[config.mk]
export PLATFORM = sky130hd
export DESIGN_NAME = dilithium_vy_sequencer
export DESIGN_NICKNAME = d
export VERILOG_FILES = /design/src/rtl/dilithium_vy_sequencer.sv
export SDC_FILE = /design/constraint.sdc
export NUM_CORES = 1
export LEC_CHECK = 0
export ABC_AREA = 1
export CAP_MARGIN = 20
export CORE_MARGIN = 4
export CORE_UTILIZATION = 35
export CTS_BUF_LIST = sky130_fd_sc_hd__clkbuf_16
export CTS_CLUSTER_SIZE = 24
export DETAILED_ROUTE_END_ITERATION = 6
export MAX_ROUTING_LAYER = met4
export PLACE_DENSITY = 0.57
export SYNTH_ARGS = -nofsm -noshare
export SYNTH_HDL_FRONTEND = slang
export SYNTH_SLANG_ARGS = --single-unit
[constraint.sdc]
create_clock -name clk -period 3 [get_ports clk]
set_input_delay 0.6 -clock clk [delete_from_list [all_inputs] [get_ports clk]]
set_output_delay 0.6 -clock clk [all_outputs]
set_load 0.01 [all_outputs]
[src/rtl/dilithium_vy_sequencer.sv]
// Dilithium verify sequencer: resets and starts the core, streams the
// verify vector fields from memory through a 2-entry FIFO, collects result.
//
// Ports:
//   clk, rst                       clock, synchronous active-high reset
//   start_i, msg_len_i             host start request, message length (bytes)
//   busy_o, done_o, accept_o       status; done_o is a 1-cycle pulse
//   cyc_total_o                    cycle count of the last operation
//   mem_rd_o/field/word, mem_data_i  vector memory read (1-cycle latency)
//   core_rst_o, core_start_o       core control
//   core_valid_o/ready_i/data_o    word stream into the core
//   core_valid_i/ready_o/data_i    result from the core
module dilithium_vy_sequencer #(
   parameter int W          = 64,
   parameter int HIGH_PERF  = 1,
   parameter int SEED_WORDS = 4,
   parameter int Z_WORDS    = 4,
   parameter int T1_WORDS   = 4,
   parameter int H_WORDS    = 4,
   parameter int RST_CYCLES = 4
) (
   input  logic         clk,
   input  logic         rst,
   input  logic         start_i,
   input  logic [31:0]  msg_len_i,
   output logic         busy_o,
   output logic         done_o,
   output logic         accept_o,
   output logic [31:0]  cyc_total_o,
   output logic         mem_rd_o,
   output logic [2:0]   mem_field_o,
   output logic [9:0]   mem_word_o,
   input  logic [W-1:0] mem_data_i,
   output logic         core_rst_o,
   output logic         core_start_o,
   output logic         core_valid_o,
   input  logic         core_ready_i,
   output logic [W-1:0] core_data_o,
   input  logic         core_valid_i,
   output logic         core_ready_o,
   input  logic [W-1:0] core_data_i
);

   typedef enum logic [2:0] {
      S_IDLE,
      S_CRST,
      S_CSTART,
      S_STREAM,
      S_RESULT,
      S_DONE
   } state_t;

   localparam logic [2:0] F_MLEN  = 3'd4;
   localparam logic [2:0] F_MSG   = 3'd5;
   localparam logic [3:0] RC_LAST = 4'(RST_CYCLES - 1);

   state_t        state_q;
   logic [3:0]    rc_q;
   logic [31:0]   msg_len_q;
   logic [34:0]   msg_rem_q;
   logic [2:0]    pos_q;
   logic [9:0]    word_q;
   logic          iss_done_q;
   logic          infl_q;
   logic          infl_mlen_q;
   logic [W-1:0]  fifo0_q;
   logic [W-1:0]  fifo1_q;
   logic          rp_q;
   logic          wp_q;
   logic [1:0]    cnt_q;
   logic [1:0]    cnt_d;
   logic          busy_q;
   logic          done_q;
   logic          accept_q;
   logic [31:0]   cyc_q;
   logic [31:0]   tot_q;
   logic          crst_q;
   logic          cstart_q;
   logic          cready_q;

   logic [2:0]    fld;
   logic          is_msg;
   logic          is_mlen;
   logic          last;
   logic          pop;
   logic          push;
   logic          issue;
   logic          fin;
   logic [2:0]    occ;
   logic [W-1:0]  head;
   logic [W-1:0]  pdata;
   logic [31:0]   cyc_inc;

   // Field code sent at each position of the stream.
   function automatic logic [2:0] fld_at(input logic [2:0] p);
      logic [2:0] f;
      f = p;
      if (HIGH_PERF == 0) begin
         case (p)
            3'd0:    f = 3'd0;
            3'd1:    f = 3'd3;
            3'd2:    f = 3'd1;
            3'd3:    f = 3'd2;
            3'd4:    f = 3'd6;
            3'd5:    f = 3'd4;
            default: f = 3'd5;
         endcase
      end
      return f;
   endfunction

   // Word count of the fixed-size fields (MSG is handled separately).
   function automatic logic [9:0] nwords(input logic [2:0] f);
      logic [9:0] n;
      case (f)
         3'd0, 3'd1: n = 10'(SEED_WORDS);
         3'd2:       n = 10'(Z_WORDS);
         3'd3:       n = 10'(T1_WORDS);
         3'd6:       n = 10'(H_WORDS);
         default:    n = 10'd1;
      endcase
      return n;
   endfunction

   assign fld     = fld_at(pos_q);
   assign is_msg  = (fld == F_MSG);
   assign is_mlen = (fld == F_MLEN);

   // MSG length is tracked in remaining bits, so no divider is needed;
   // msg_len=0 still yields one word because 0 <= W.
   assign last = is_msg ? (msg_rem_q <= 35'(W))
                        : (word_q == nwords(fld) - 10'd1);

   assign head  = rp_q ? fifo1_q : fifo0_q;
   assign pop   = (cnt_q != 2'd0) && core_ready_i;
   assign push  = infl_q;
   assign pdata = infl_mlen_q ? W'(msg_len_q) : mem_data_i;
   assign cnt_d = cnt_q + 2'(push) - 2'(pop);

   // Credit check counts the word leaving this cycle so a full-rate
   // stream keeps one word buffered and one in flight.
   assign occ   = {1'b0, cnt_q} + 3'(infl_q) - 3'(pop);
   assign issue = (state_q == S_STREAM) && !iss_done_q && (occ < 3'd2);

   assign fin = iss_done_q && !infl_q && (cnt_q == 2'd1) && pop;

   assign cyc_inc = (cyc_q == 32'hFFFF_FFFF) ? cyc_q : cyc_q + 32'd1;

   // MLEN takes a slot in the read pipeline but never touches memory.
   assign mem_rd_o    = issue && !is_mlen;
   assign mem_field_o = mem_rd_o ? fld : 3'd0;
   assign mem_word_o  = mem_rd_o ? word_q : 10'd0;

   assign core_valid_o = (cnt_q != 2'd0);
   assign core_data_o  = core_valid_o ? head : '0;

   assign busy_o       = busy_q;
   assign done_o       = done_q;
   assign accept_o     = accept_q;
   assign cyc_total_o  = tot_q;
   assign core_rst_o   = crst_q;
   assign core_start_o = cstart_q;
   assign core_ready_o = cready_q;

   always_ff @(posedge clk) begin
      if (rst) begin
         state_q     <= S_IDLE;
         rc_q        <= '0;
         msg_len_q   <= '0;
         msg_rem_q   <= '0;
         pos_q       <= '0;
         word_q      <= '0;
         iss_done_q  <= 1'b0;
         infl_q      <= 1'b0;
         infl_mlen_q <= 1'b0;
         fifo0_q     <= '0;
         fifo1_q     <= '0;
         rp_q        <= 1'b0;
         wp_q        <= 1'b0;
         cnt_q       <= '0;
         busy_q      <= 1'b0;
         done_q      <= 1'b0;
         accept_q    <= 1'b0;
         cyc_q       <= '0;
         tot_q       <= '0;
         crst_q      <= 1'b0;
         cstart_q    <= 1'b0;
         cready_q    <= 1'b0;
      end else begin
         if (push) begin
            if (wp_q) fifo1_q <= pdata;
            else      fifo0_q <= pdata;
            wp_q <= ~wp_q;
         end
         if (pop) rp_q <= ~rp_q;
         cnt_q       <= cnt_d;
         infl_q      <= issue;
         infl_mlen_q <= issue && is_mlen;

         if (issue) begin
            if (last) begin
               word_q <= '0;
               if (pos_q == 3'd6) iss_done_q <= 1'b1;
               else               pos_q      <= pos_q + 3'd1;
            end else begin
               word_q <= word_q + 10'd1;
               if (is_msg) msg_rem_q <= msg_rem_q - 35'(W);
            end
         end

         case (state_q)
            S_IDLE: begin
               if (start_i) begin
                  state_q   <= S_CRST;
                  msg_len_q <= msg_len_i;
                  busy_q    <= 1'b1;
                  crst_q    <= 1'b1;
                  rc_q      <= '0;
               end
            end
            S_CRST: begin
               if (rc_q == RC_LAST) begin
                  crst_q   <= 1'b0;
                  cstart_q <= 1'b1;
                  state_q  <= S_CSTART;
               end else begin
                  rc_q <= rc_q + 4'd1;
               end
            end
            S_CSTART: begin
               cstart_q   <= 1'b0;
               cyc_q      <= 32'd1;
               pos_q      <= '0;
               word_q     <= '0;
               msg_rem_q  <= {msg_len_q, 3'b000};
               iss_done_q <= 1'b0;
               state_q    <= S_STREAM;
            end
            S_STREAM: begin
               cyc_q <= cyc_inc;
               if (fin) begin
                  cready_q <= 1'b1;
                  state_q  <= S_RESULT;
               end
            end
            S_RESULT: begin
               cyc_q <= cyc_inc;
               if (core_valid_i) begin
                  accept_q <= (core_data_i != W'(HIGH_PERF));
                  tot_q    <= cyc_q;
                  cready_q <= 1'b0;
                  done_q   <= 1'b1;
                  state_q  <= S_DONE;
               end
            end
            S_DONE: begin
               done_q  <= 1'b0;
               busy_q  <= 1'b0;
               state_q <= S_IDLE;
            end
            default: state_q <= S_IDLE;
         endcase
      end
   end

endmodule

# Word level (Yosys, flattened, before mapping)
# Cells that the tools add are included.
# totals
register_bits,292
in_bits,165
out_inout_bits,117
word_cells,136
# op_classes
add_sub_neg,10
order_cmp,2
n_eq_ne,23
n_mux,33
bitwise_logic,4
n_reduce_logical,41
# ops
operator,n
$mux W64,3
$mux W35,4
$ne A64 B1 Y1 const B,1
$pmux W32 S2,1
$le A35 B7 Y1 const B,1
$sub A35 B7 Y35 const B,1
$add A32 B1 Y32 const B,1
$eq A32 B32 Y1 const B,1
$mux W32,1
$reduce_and A3 Y1,7
$mux W10,2
$mux W3,6
$reduce_bool A2 Y1,9
$reduce_and A2 Y1,8
$eq A3 B3 Y1 const B,5
$pmux W3 S5,1
$eq A3 B2 Y1 const B,4
$ne A2 B2 Y1 const B,6
$add A10 B1 Y10 const B,1
$eq A10 B10 Y1,1
$pmux W1 S2,5
$sub A10 B1 Y10 const B,1
$logic_and A1 B1 Y1,8
$mux W4,2
19 further kinds,33

# Logic depth before layout (Yosys ltp)
# Gate-level depths: netlist of run 1.
# depth
ltp_word,9
ltp_mapped,21
ltp_nobuf,20

# Least setup slack after synthesis of run 1
# OpenSTA, ideal clock, no wires.
# synth_timing
kind,input to output
from,input core_ready_i
to,output mem_field_o[0]
t_arrival_ps,2766
required_time_ps,2400
slack_ps,-366
cell_stages,14
cell_sequence,nand2_1 > inv_1 > ha_1 > inv_1 > ha_1 > inv_1 > fa_1 > nand3_1 > nor2_4 > inv_4 > nor2_1 > inv_1 > clkbuf_1 > nor2_1
# synth_between
elab_chain_len,6
# synth_rtl
item,line_no,rtl
start: declaration,37,"input logic core_ready_i,"
$logic_and A1 B1 Y1,135,assign pop = (cnt_q != 2'd0) && core_ready_i;
net pop,85,logic pop;
$sub A3 B1 Y3,142,"assign occ = {1'b0, cnt_q} + 3'(infl_q) - 3'(pop);"
$lt A3 B2 Y1,143,assign issue = (state_q == S_STREAM) && !iss_done_q && (occ < 3'd2);
$logic_and A1 B1 Y1,143,
$logic_and A1 B1 Y1,150,assign mem_rd_o = issue && !is_mlen;
net mem_rd_o,30,"output logic mem_rd_o,"
$mux W3,151,assign mem_field_o = mem_rd_o ? fld : 3'd0;
end: declaration,31,"output logic [2:0] mem_field_o,"
# The timed path passes the listed nets, and every way through them passes these cells.

# Worst setup path after layout of run 1
# layout_timing
from,register cnt_q[0]
to,output mem_word_o[9]
# layout_between
elab_chain_len,7
# layout_rtl
item,line_no,rtl
start: declaration,70,logic [1:0] cnt_q;
start signal: assignment,196,cnt_q <= cnt_d;
$reduce_bool A2 Y1,135,
$logic_and A1 B1 Y1,135,
net pop,85,
$sub A3 B1 Y3,142,
$lt A3 B2 Y1,143,
$logic_and A1 B1 Y1,143,
$logic_and A1 B1 Y1,150,
$mux W10,152,assign mem_word_o = mem_rd_o ? word_q : 10'd0;
end: declaration,32,"output logic [9:0] mem_word_o,"
# The timed path passes the listed nets, and every way through them passes these cells.

==> impl_metrics.yaml, run 1 <==
run_status:
  status: "finished with violations"
  violations: "setup timing"
layout:
  final_common_cell: "nand2_1"
  nFillCells: 3847
  syn_to_final_growth_pct: 38.5
  final-instance-count-excl-fill: 2844
  drive_gt1_frac: 0.0971
  layout_common_cells: "nand2_1, a21oi_1, dfxtp_1"
  nets: 2471
synthesis:
  synth-compound-area-share: 0.212
  synth-xor-area-share: 0.0122
  synth-seq-cells: 289
  synth-main-ff-cell: "dfxtp_1"
  synthMuxAreaShare: 0
  synthSimpleGateAreaFrac: 0.265
  synth_edf_count: 0
  avgSynthCellArea_um2: 6.75
  synth_top_family_by_area: "simple AND/OR/NAND/NOR gates"
  syn_nets: 2199
  synthAdderAreaFrac: 0.0106
  seq_area_frac_synth: 0.424
  syn-cell-area_um2: 13700
  yosys_warnings: 0
  synth_cell_types: 45
  synth_cells: 2023
  async_reset_ff_frac: 0
floorplan:
  core_um2: 38600
  die_w_um: 205
  placementRows: 72
  die-area_um2: 42200
  fp.dieH_um: 205
  boundaryPins: 282
  initial_core_util: 0.353
run:
  maxCapViolations: 0
routing:
  drc: 0
  viasPerCell: 5.02
  dr.pass1.iters: 5
  vias: 14278
  avgRoutedWirePerCell_um: 16.3
  ant_nets: 0
  drtIter0Drc: 939
  wirelength_um: 46300
worst_setup_path:
  cp_max_fo: 6
  endpoint_kind: "primary output"
  crit_chain: "inv_2 -> nand2_4 -> nand2_8 -> inv_4 -> ha_4 -> inv_4 -> ha_4 -> inv_2 -> fa_1 -> nand3_2 -> nor2_4 -> inv_4 -> nor2_4 -> buf_6 -> inv_8 -> nor2_2 -> buf_2"
  crit_arrival_ns: 2.85
  max_stage_delay_ns: 0.53
  required_ns: 2.40
  crit_slowest_cell: "fa_1"
  worstSetupStartpointType: "flop"
  crit_top_cell: "inv_4"
  r2r_cells: 21
  critical_path_class: "reg -> out"
cts:
  clk-insertion-delay-late_ns: 0.54
  cts_buffers: 34
  path_clk_slew_ns: 0.06
  cts_tree: "yes"
  cts.sinks: 289
  clock_path_buffers: 3
  clockRootBuffer: "clkbuf_16"
  htreeDepth: 2
sta:
  hold_viol: 0
  rsz0062_at_grt: "yes"
  worst_slew_pin_slew_ns: 0.852
  worst_slack_ns: -0.454
  drv_slew: 0
  fin_tns_setup_ns: -6.29
  fin_skew_ns: 0.0170
  fmax_mhz: 290
  slew_headroom: 0.431
  fin_crit_ns: 3.45
  setup-violations-final: 24
  timing.final.crit_share: 1.15
  timing.hold.ws_ns: 0.460
global_routing:
  grt_pass1_wl_um: 71600
  grt_start_max_net_pins: 82
  grt_use_total: 0.214
  grt_pass1_vias: 13566
  antenna_found_initial: 8
  gr-total-overflow: 0
hold_path:
  hold_depth: 2
  hp-class: "reg -> reg"
placed_design:
  routabilityCongestion: 0.905
  hpwl_um: 31500
  port_buffers: 281
  place_inst: 2753
power:
  leakagePower_uw: 0.00708
  p_per_area_nw_per_um2: 496
  irDropWorstVdd_mv: 0.421
routing by layer:
layer | GRT usage | share of wire
met5 | - | 0
met1 | 0.269 | 0.44
met3 | 0.0418 | 0.055
met4 | 0.0679 | 0.024
met2 | 0.347 | 0.48
worst paths after layout:
path | from | end | slack [ns]
max reg2reg | cnt_q[0]$_SDFF_PP0_ | msg_rem_q[15]$_SDFFE_PP0P_ | -0.01
min | core_start_o$_SDFFE_PP0P_ | core_start_o$_SDFFE_PP0P_ | 0.46
min reg2reg | core_start_o$_SDFFE_PP0P_ | core_start_o$_SDFFE_PP0P_ | 0.46
max | cnt_q[0]$_SDFF_PP0_ | mem_word_o[9] | -0.45
per-stage QoR:
stage,cell area (um2),setup slack (ns),total power (uW),util
global placement,17200,-1.14,5030,0.446
CTS,18500,-0.477,9390,0.479
floorplan,13800,-0.116,4500,-
finish,18900,-0.454,9390,0.489
detailed placement,17200,-1.20,5030,0.446
global route,18900,-0.594,9740,0.489
final cells by class:
type | instances | area (um2) | area share
Multi-Input combinational cell | 1474 | 7150 | 0.378
Sequential cell | 289 | 5790 | 0.306
Timing Repair Buffer | 349 | 3540 | 0.187
Clock buffer | 37 | 926 | 0.0490
Tap cell | 518 | 648 | 0.0343
Inverter | 145 | 589 | 0.0312
Clock inverter | 22 | 223 | 0.0118
Timing Repair inverter | 2 | 22.5 | 0.00119
Antenna cell | 8 | 20.0 | 0.00106
worst max-delay path: cells and delay by family (launching register included):
family	cells	cell delay (ns)
adders and majority gates	3	0.83
and+or+nand+nor	6	0.61
buffers and inverters	8	0.55
DFF	1	0.33
synthesized netlist by cell type (all sizes together), types with 9 or more instances:
library cell	n	share of area
a21oi	321	0.12
buf	19	0.0093
clkbuf	97	0.027
dfxtp	289	0.42
ha	10	0.0092
inv	142	0.039
nand2	522	0.15
nand3	61	0.023
nand4	22	0.010
nor2	216	0.061
nor3	30	0.013
nor4	9	0.0041
o21ai	230	0.084
xor2	13	0.0083
report_power, final:
| part | total [uW] | switching, uW | internal [uW] |
|---|---|---|---|
| Clock | 4290 | 1650 | 2640 |
| Combinational | 1170 | 671 | 496 |
| Sequential | 3930 | 32.1 | 3900 |
| Total | 9390 | 2360 | 7030 |
state kept, by name, indices dropped and copies added, names as in the netlist:
register,flops
cyc_q,32
iss_done_q,1
msg_rem_q,32
infl_mlen_q,1
busy_o,1
rp_q,1
cnt_q,2
rc_q,4
accept_o,1
cyc_total_o,32
state_q,3
core_ready_o,1
msg_len_q,32
fifo0_q,64
core_rst_o,1
infl_q,1
fld,3
fifo1_q,64
word_q,10
done_o,1
core_start_o,1
wp_q,1
logic make-up after synthesis:
family          after synthesis
buf+inv                     261
flops                       289
compound gates              565
simple gates                878
fa+ha+maj                    11
xor+xnor                     19
repair_timing:
action	CTS	global route
endpoints found under the setup margin	14	44
hold buffers	0	0
buffers inserted	10	8
gates cloned	1	5
resized for setup	86	69
pin swaps	8	22
Note: power is estimated with default switching activity, not from simulation.
==> run 2: changes to the inputs <==
GPL_ROUTABILITY_DRIVEN = 0   (was not set)
==> run 2 against run 1 <==
  * Non-clock buffer count shrank 12
  * Core utilization fell by 0.60 points
  * Sequential cell count unchanged
  * Maximum frequency shrank 0.24%
  * Clock power fell by 4%
  * Combinational power is 9% lower
  * Register-to-register slack improved by 0.04 ns
  * Sequential share of layout area is 0.40 points higher
  * Largest cell class unchanged
  * The flow still finishes with violations (setup timing)
==> impl_metrics.yaml, run 2 (synthesis results as in run 1) <==
floorplan:
  boundaryPins: 282
  core_um2: 38600
  initial_core_util: 0.353
  die_w_um: 205
  fp.dieH_um: 205
  placementRows: 72
  die-area_um2: 42200
global_routing:
  grt_start_max_net_pins: 119
  grt_use_total: 0.215
  antenna_found_initial: 5
  grt_pass1_wl_um: 72200
  gr-total-overflow: 0
  grt_pass1_vias: 13693
routing:
  vias: 14049
  viasPerCell: 4.97
  dr.pass1.iters: 5
  drc: 0
  drtIter0Drc: 840
  wirelength_um: 45300
  avgRoutedWirePerCell_um: 16.0
  ant_nets: 0
layout:
  top_regs: "fifo0_q: 64 flops, fifo1_q: 64 flops"
  nFillCells: 3846
  syn_to_final_growth_pct: 36.8
  drive_gt1_frac: 0.0894
  layout_common_cells: "nand2_1, a21oi_1, dfxtp_1"
  final_common_cell: "nand2_1"
  nets: 2458
cts:
  path_clk_slew_ns: 0.06
  cts_tree: "yes"
  ctsHoldBuffers: 0
  clk-insertion-delay-late_ns: 0.53
  cts_buffers: 35
  clockRootBuffer: "clkbuf_16"
  htreeDepth: 2
  clock_path_buffers: 3
  cts.sinks: 289
worst_setup_path:
  startpoint: "cnt_q[1]$_SDFF_PP0_"
  path_delay_family: "adder cells"
  required_ns: 2.40
  r2r-start: "cnt_q[1]$_SDFF_PP0_"
  crit_top_cell: "inv_2"
  path_buf_inv: 8
  max_stage_delay_ns: 0.51
  critical_path_class: "reg -> out"
  cp_max_fo: 6
  worstSetupStartpointType: "flop"
  crit_arrival_ns: 2.86
  endpoint_kind: "primary output"
  crit_chain: "inv_2 -> nand2_4 -> nand2_8 -> inv_6 -> ha_4 -> inv_2 -> ha_4 -> inv_2 -> fa_1 -> nand3_2 -> nor2_4 -> inv_4 -> nor2_4 -> buf_8 -> inv_12 -> nor2_1 -> buf_2"
  crit_slowest_cell: "fa_1"
placed_design:
  port_buffers: 281
  hpwl_um: 31300
sta:
  drv_slew: 0
  hold_viol: 0
  timing.hold.ws_ns: 0.460
  timing.final.crit_share: 1.15
  setup-violations-final: 14
  worst_slew_pin_slew_ns: 0.920
  fin_crit_ns: 3.46
  worst_slack_ns: -0.462
  slew_headroom: 0.386
  fin_skew_ns: 0.0149
  fmax_mhz: 289
  rsz0062_at_grt: "yes"
hold_path:
  hp-class: "reg -> reg"
  hold_path.startpoint: "core_rst_o$_SDFFE_PP0P_"
power:
  leakagePower_uw: 0.00691
  irDropWorstVdd_mv: 0.351
  p_per_area_nw_per_um2: 487
  power.total_uw: 9100
run_status:
  violations: "setup timing"
  status: "finished with violations"
run:
  maxCapViolations: 0
## run 2: changes by cell type in the layout (fill, tap and decap cells not counted), sizes merged, moves of 3 or more
cell / change
inv: +4
clkbuf: -3
diode: -3
buf: -11
dlymetal6s2s: -4
clkdlybuf4s50: +4
## run 2: worst paths after layout
path	slack (ns)	to	cells past startpoint
worst min register to register	0.46	core_rst_o$_SDFFE_PP0P_	2
worst max register to register	0.03	msg_rem_q[21]$_SDFFE_PP0P_	21
worst min-delay path	0.46	core_rst_o$_SDFFE_PP0P_	2
worst max-delay path	-0.46	mem_word_o[9]	17
## run 2: metrics by stage
step	std cells	setup TNS (ns)	setup slack, ns	cell area (um2)	util
2_1_floorplan	2023	-0.979	-0.116	13800	-
3_3_place_gp	2749	-31.51	-1.14	17200	0.446
3_5_place_dp	2749	-34.20	-1.21	17200	0.446
4_1_cts	2819	-6.55	-0.487	18400	0.477
5_1_grt	2828	-9.16	-0.588	18700	0.483
6_report	2828	-6.18	-0.462	18700	0.483
## run 2: what timing repair did
action | 4_1_cts | 5_1_grt
resized for setup | 83 | 59
gates cloned | 1 | 1
setup endpoints to repair | 19 | 41
pin swaps | 8 | 21
setup buffers | 9 | 3
## run 2: cell type report
cell class / count / area (um2) / area share
Timing Repair inverter: 1 / 11.3 / 0.000603
Timing Repair Buffer: 337 / 3420 / 0.183
Sequential cell: 289 / 5790 / 0.310
Inverter: 145 / 581 / 0.0311
Multi-Input combinational cell: 1473 / 7120 / 0.381
Clock buffer: 35 / 876 / 0.0469
Tap cell: 518 / 648 / 0.0347
Clock inverter: 25 / 210 / 0.0113
Antenna cell: 5 / 12.5 / 0.000670
## run 2: layer usage
| metal | GRT usage | vias to the layer above | share of wire |
|---|---|---|---|
| li1 | - | 7167 | - |
| met1 | 0.272 | 6491 | 0.44 |
| met2 | 0.354 | 326 | 0.49 |
| met3 | 0.0470 | 65 | 0.055 |
| met4 | 0.0498 | 0 | 0.018 |
| met5 | - | - | 0 |
## run 2: worst min-delay path, stage by stage (launching register included)
cell      delay [ns]
dfxtp_1         0.30
inv_1           0.05
a211oi_1        0.06
## run 2: where the power goes
group / switching (uW) / internal [uW] / leakage (uW) / total, uW
Combinational: 611 / 451 / 0.00399 / 1060
Clock: 1650 / 2450 / 0.000581 / 4100
Sequential: 43.7 / 3900 / 0.00234 / 3940
==> run 3: changes to the inputs <==
--- a/config.mk
+++ b/config.mk
@@ -8,3 +8,2 @@
 export ABC_AREA = 1
-export CAP_MARGIN = 20
 export CORE_MARGIN = 4
@@ -20 +19,2 @@
 export SYNTH_SLANG_ARGS = --single-unit
+export TNS_END_PERCENT = 30
--- a/constraint.sdc
+++ b/constraint.sdc
@@ -3,2 +3,2 @@
 set_output_delay 0.6 -clock clk [all_outputs]
-set_load 0.01 [all_outputs]
+set_load 0.05 [all_outputs]
==> run 3 against run 2 <==
  * The run still ends with setup timing left
  * Cell count down 0.35%
  * First-iteration DRC count down 5.6%
  * Combinational power about the same
==> impl_metrics.yaml, run 3 (synthesis results as in run 1) <==
layout:
  nets: 2447
  layout_common_cells: "nand2_1, a21oi_1, dfxtp_1"
  nFillCells: 3926
  drive_gt1_frac: 0.102
  syn_to_final_growth_pct: 34.7
  top_regs: "fifo0_q: 64 flops, fifo1_q: 64 flops"
  final_common_cell: "nand2_1"
  fin_util: 0.476
routing:
  dr.pass1.iters: 5
  avgRoutedWirePerCell_um: 16.0
  ant_nets: 0
  drtIter0Drc: 793
  vias: 14069
  drc: 0
  viasPerCell: 4.99
  wirelength_um: 45200
power:
  irDropWorstVdd_mv: 0.392
  leakagePower_uw: 0.00696
  power.total_uw: 8940
  p_per_area_nw_per_um2: 486
global_routing:
  grt_use_total: 0.213
  grt_pass1_wl_um: 71300
  gr-total-overflow: 0
  grt_start_max_net_pins: 84
  antenna_found_initial: 4
  grt_pass1_vias: 13330
cts:
  ctsHoldBuffers: 0
  cts.sinks: 289
  cts_tree: "yes"
  clk-insertion-delay-late_ns: 0.54
  clock_path_buffers: 3
  cts_buffers: 34
  clockRootBuffer: "clkbuf_16"
  htreeDepth: 2
  path_clk_slew_ns: 0.06
sta:
  fin_crit_ns: 3.44
  fmax_mhz: 290
  slew_headroom: 0.402
  timing.final.crit_share: 1.15
  drv_slew: 0
  worst_slew_pin_slew_ns: 0.896
  fin_tns_setup_ns: -6.03
  setup-violations-final: 14
  fin_skew_ns: 0.0172
  rsz0062_at_grt: "yes"
  worst_slack_ns: -0.445
  hold_viol: 0
floorplan:
  die_w_um: 205
  die-area_um2: 42200
  placementRows: 72
  boundaryPins: 282
  core_um2: 38600
  fp.dieH_um: 205
  initial_core_util: 0.353
worst_setup_path:
  worstSetupStartpointType: "flop"
  required_ns: 2.40
  crit_arrival_ns: 2.84
  critical_path_class: "reg -> out"
  cp_max_fo: 6
  endpoint_kind: "primary output"
run_status:
  violations: "setup timing"
  status: "finished with violations"
hold_path:
  hp-class: "reg -> reg"
placed_design:
  port_buffers: 281
  hpwl_um: 31800
run:
  maxCapViolations: 0
==> run 3: cell types whose count changed in the layout (fill, tap and decap cells not counted), sizes merged <==
cell,before,now
bufinv,4,2
clkinv,12,17
clkbuf,36,34
diode,5,4
buf,70,125
clkinvlp,0,1
clkdlybuf4s50,265,201
inv,155,153
==> run 3: through the flow <==
| step | hold slack (ns) | area, um2 | instances | setup slack [ns] |
|---|---|---|---|---|
| 2_1_floorplan | 0.441 | 13800 | 2023 | -0.524 |
| 3_3_place_gp | 0.449 | 17200 | 2747 | -0.798 |
| 3_5_place_dp | 0.455 | 17200 | 2747 | -0.838 |
| 4_1_cts | 0.469 | 18400 | 2813 | -0.499 |
| 5_1_grt | 0.494 | 18400 | 2818 | -0.576 |
| 6_report | 0.464 | 18400 | 2818 | -0.445 |
==> run 3: what timing repair did <==
item | 4_1_cts | 5_1_grt
pin swaps | 7 | 0
cloned | 1 | 0
gates resized for setup | 12 | 2
buffers inserted | 5 | 1
endpoints found under the setup margin | 14 | 14
==> run 3: cell type report <==
cell class / instances / area (um2) / share of cell area
Multi-Input combinational cell: 1473 / 7020 / 0.382
Timing Repair Buffer: 327 / 3300 / 0.179
Antenna cell: 4 / 10.0 / 0.000544
Clock inverter: 27 / 195 / 0.0106
Inverter: 145 / 568 / 0.0309
Timing Repair inverter: 1 / 8.76 / 0.000476
Sequential cell: 289 / 5790 / 0.315
Clock buffer: 34 / 851 / 0.0463
Tap cell: 518 / 648 / 0.0352
==> run 3: worst max-delay path, cell delays in order, from the launching register on <==
cell and delay (ns):
dfxtp_2 0.33, inv_4 0.08, nand2_8 0.06, nand2_8 0.06, inv_4 0.04, ha_4 0.20
inv_2 0.06, ha_4 0.11, inv_2 0.03, fa_2 0.55, nand3_4 0.09, nor2_4 0.13
inv_4 0.05, nor2_4 0.09, buf_12 0.13, inv_8 0.05, nor2_4 0.10, buf_12 0.14
==> run 3: final timing paths <==
kind                                         startpoint                 endpoint  slack (ns)  cells after the start
worst max register to register      cnt_q[1]$_SDFF_PP0_   word_q[9]$_SDFFE_PP0P_        0.18                     20
worst max-delay path                cnt_q[1]$_SDFF_PP0_           mem_field_o[0]       -0.44                     17
worst min register to register  core_rst_o$_SDFFE_PP0P_  core_rst_o$_SDFFE_PP0P_        0.46                      2
worst min-delay path            core_rst_o$_SDFFE_PP0P_  core_rst_o$_SDFFE_PP0P_        0.46                      2
==> run 3: metal layers <==
| layer | global-route usage | wire length (um) | vias up |
|---|---|---|---|
| li1 | - | - | 7134 |
| met5 | - | 0 | - |
| met3 | 0.0446 | 2500 | 63 |
| met2 | 0.348 | 21900 | 322 |
| met4 | 0.0536 | 880 | 0 |
| met1 | 0.272 | 19900 | 6550 |
==> run 3: where the power goes <==
| group | total, uW | internal, uW | switching, uW |
|---|---|---|---|
| Combinational | 1070 | 429 | 640 |
| Clock | 3940 | 2250 | 1690 |
| Sequential | 3930 | 3900 | 32.7 |
| Total | 8940 | 6570 | 2370 |
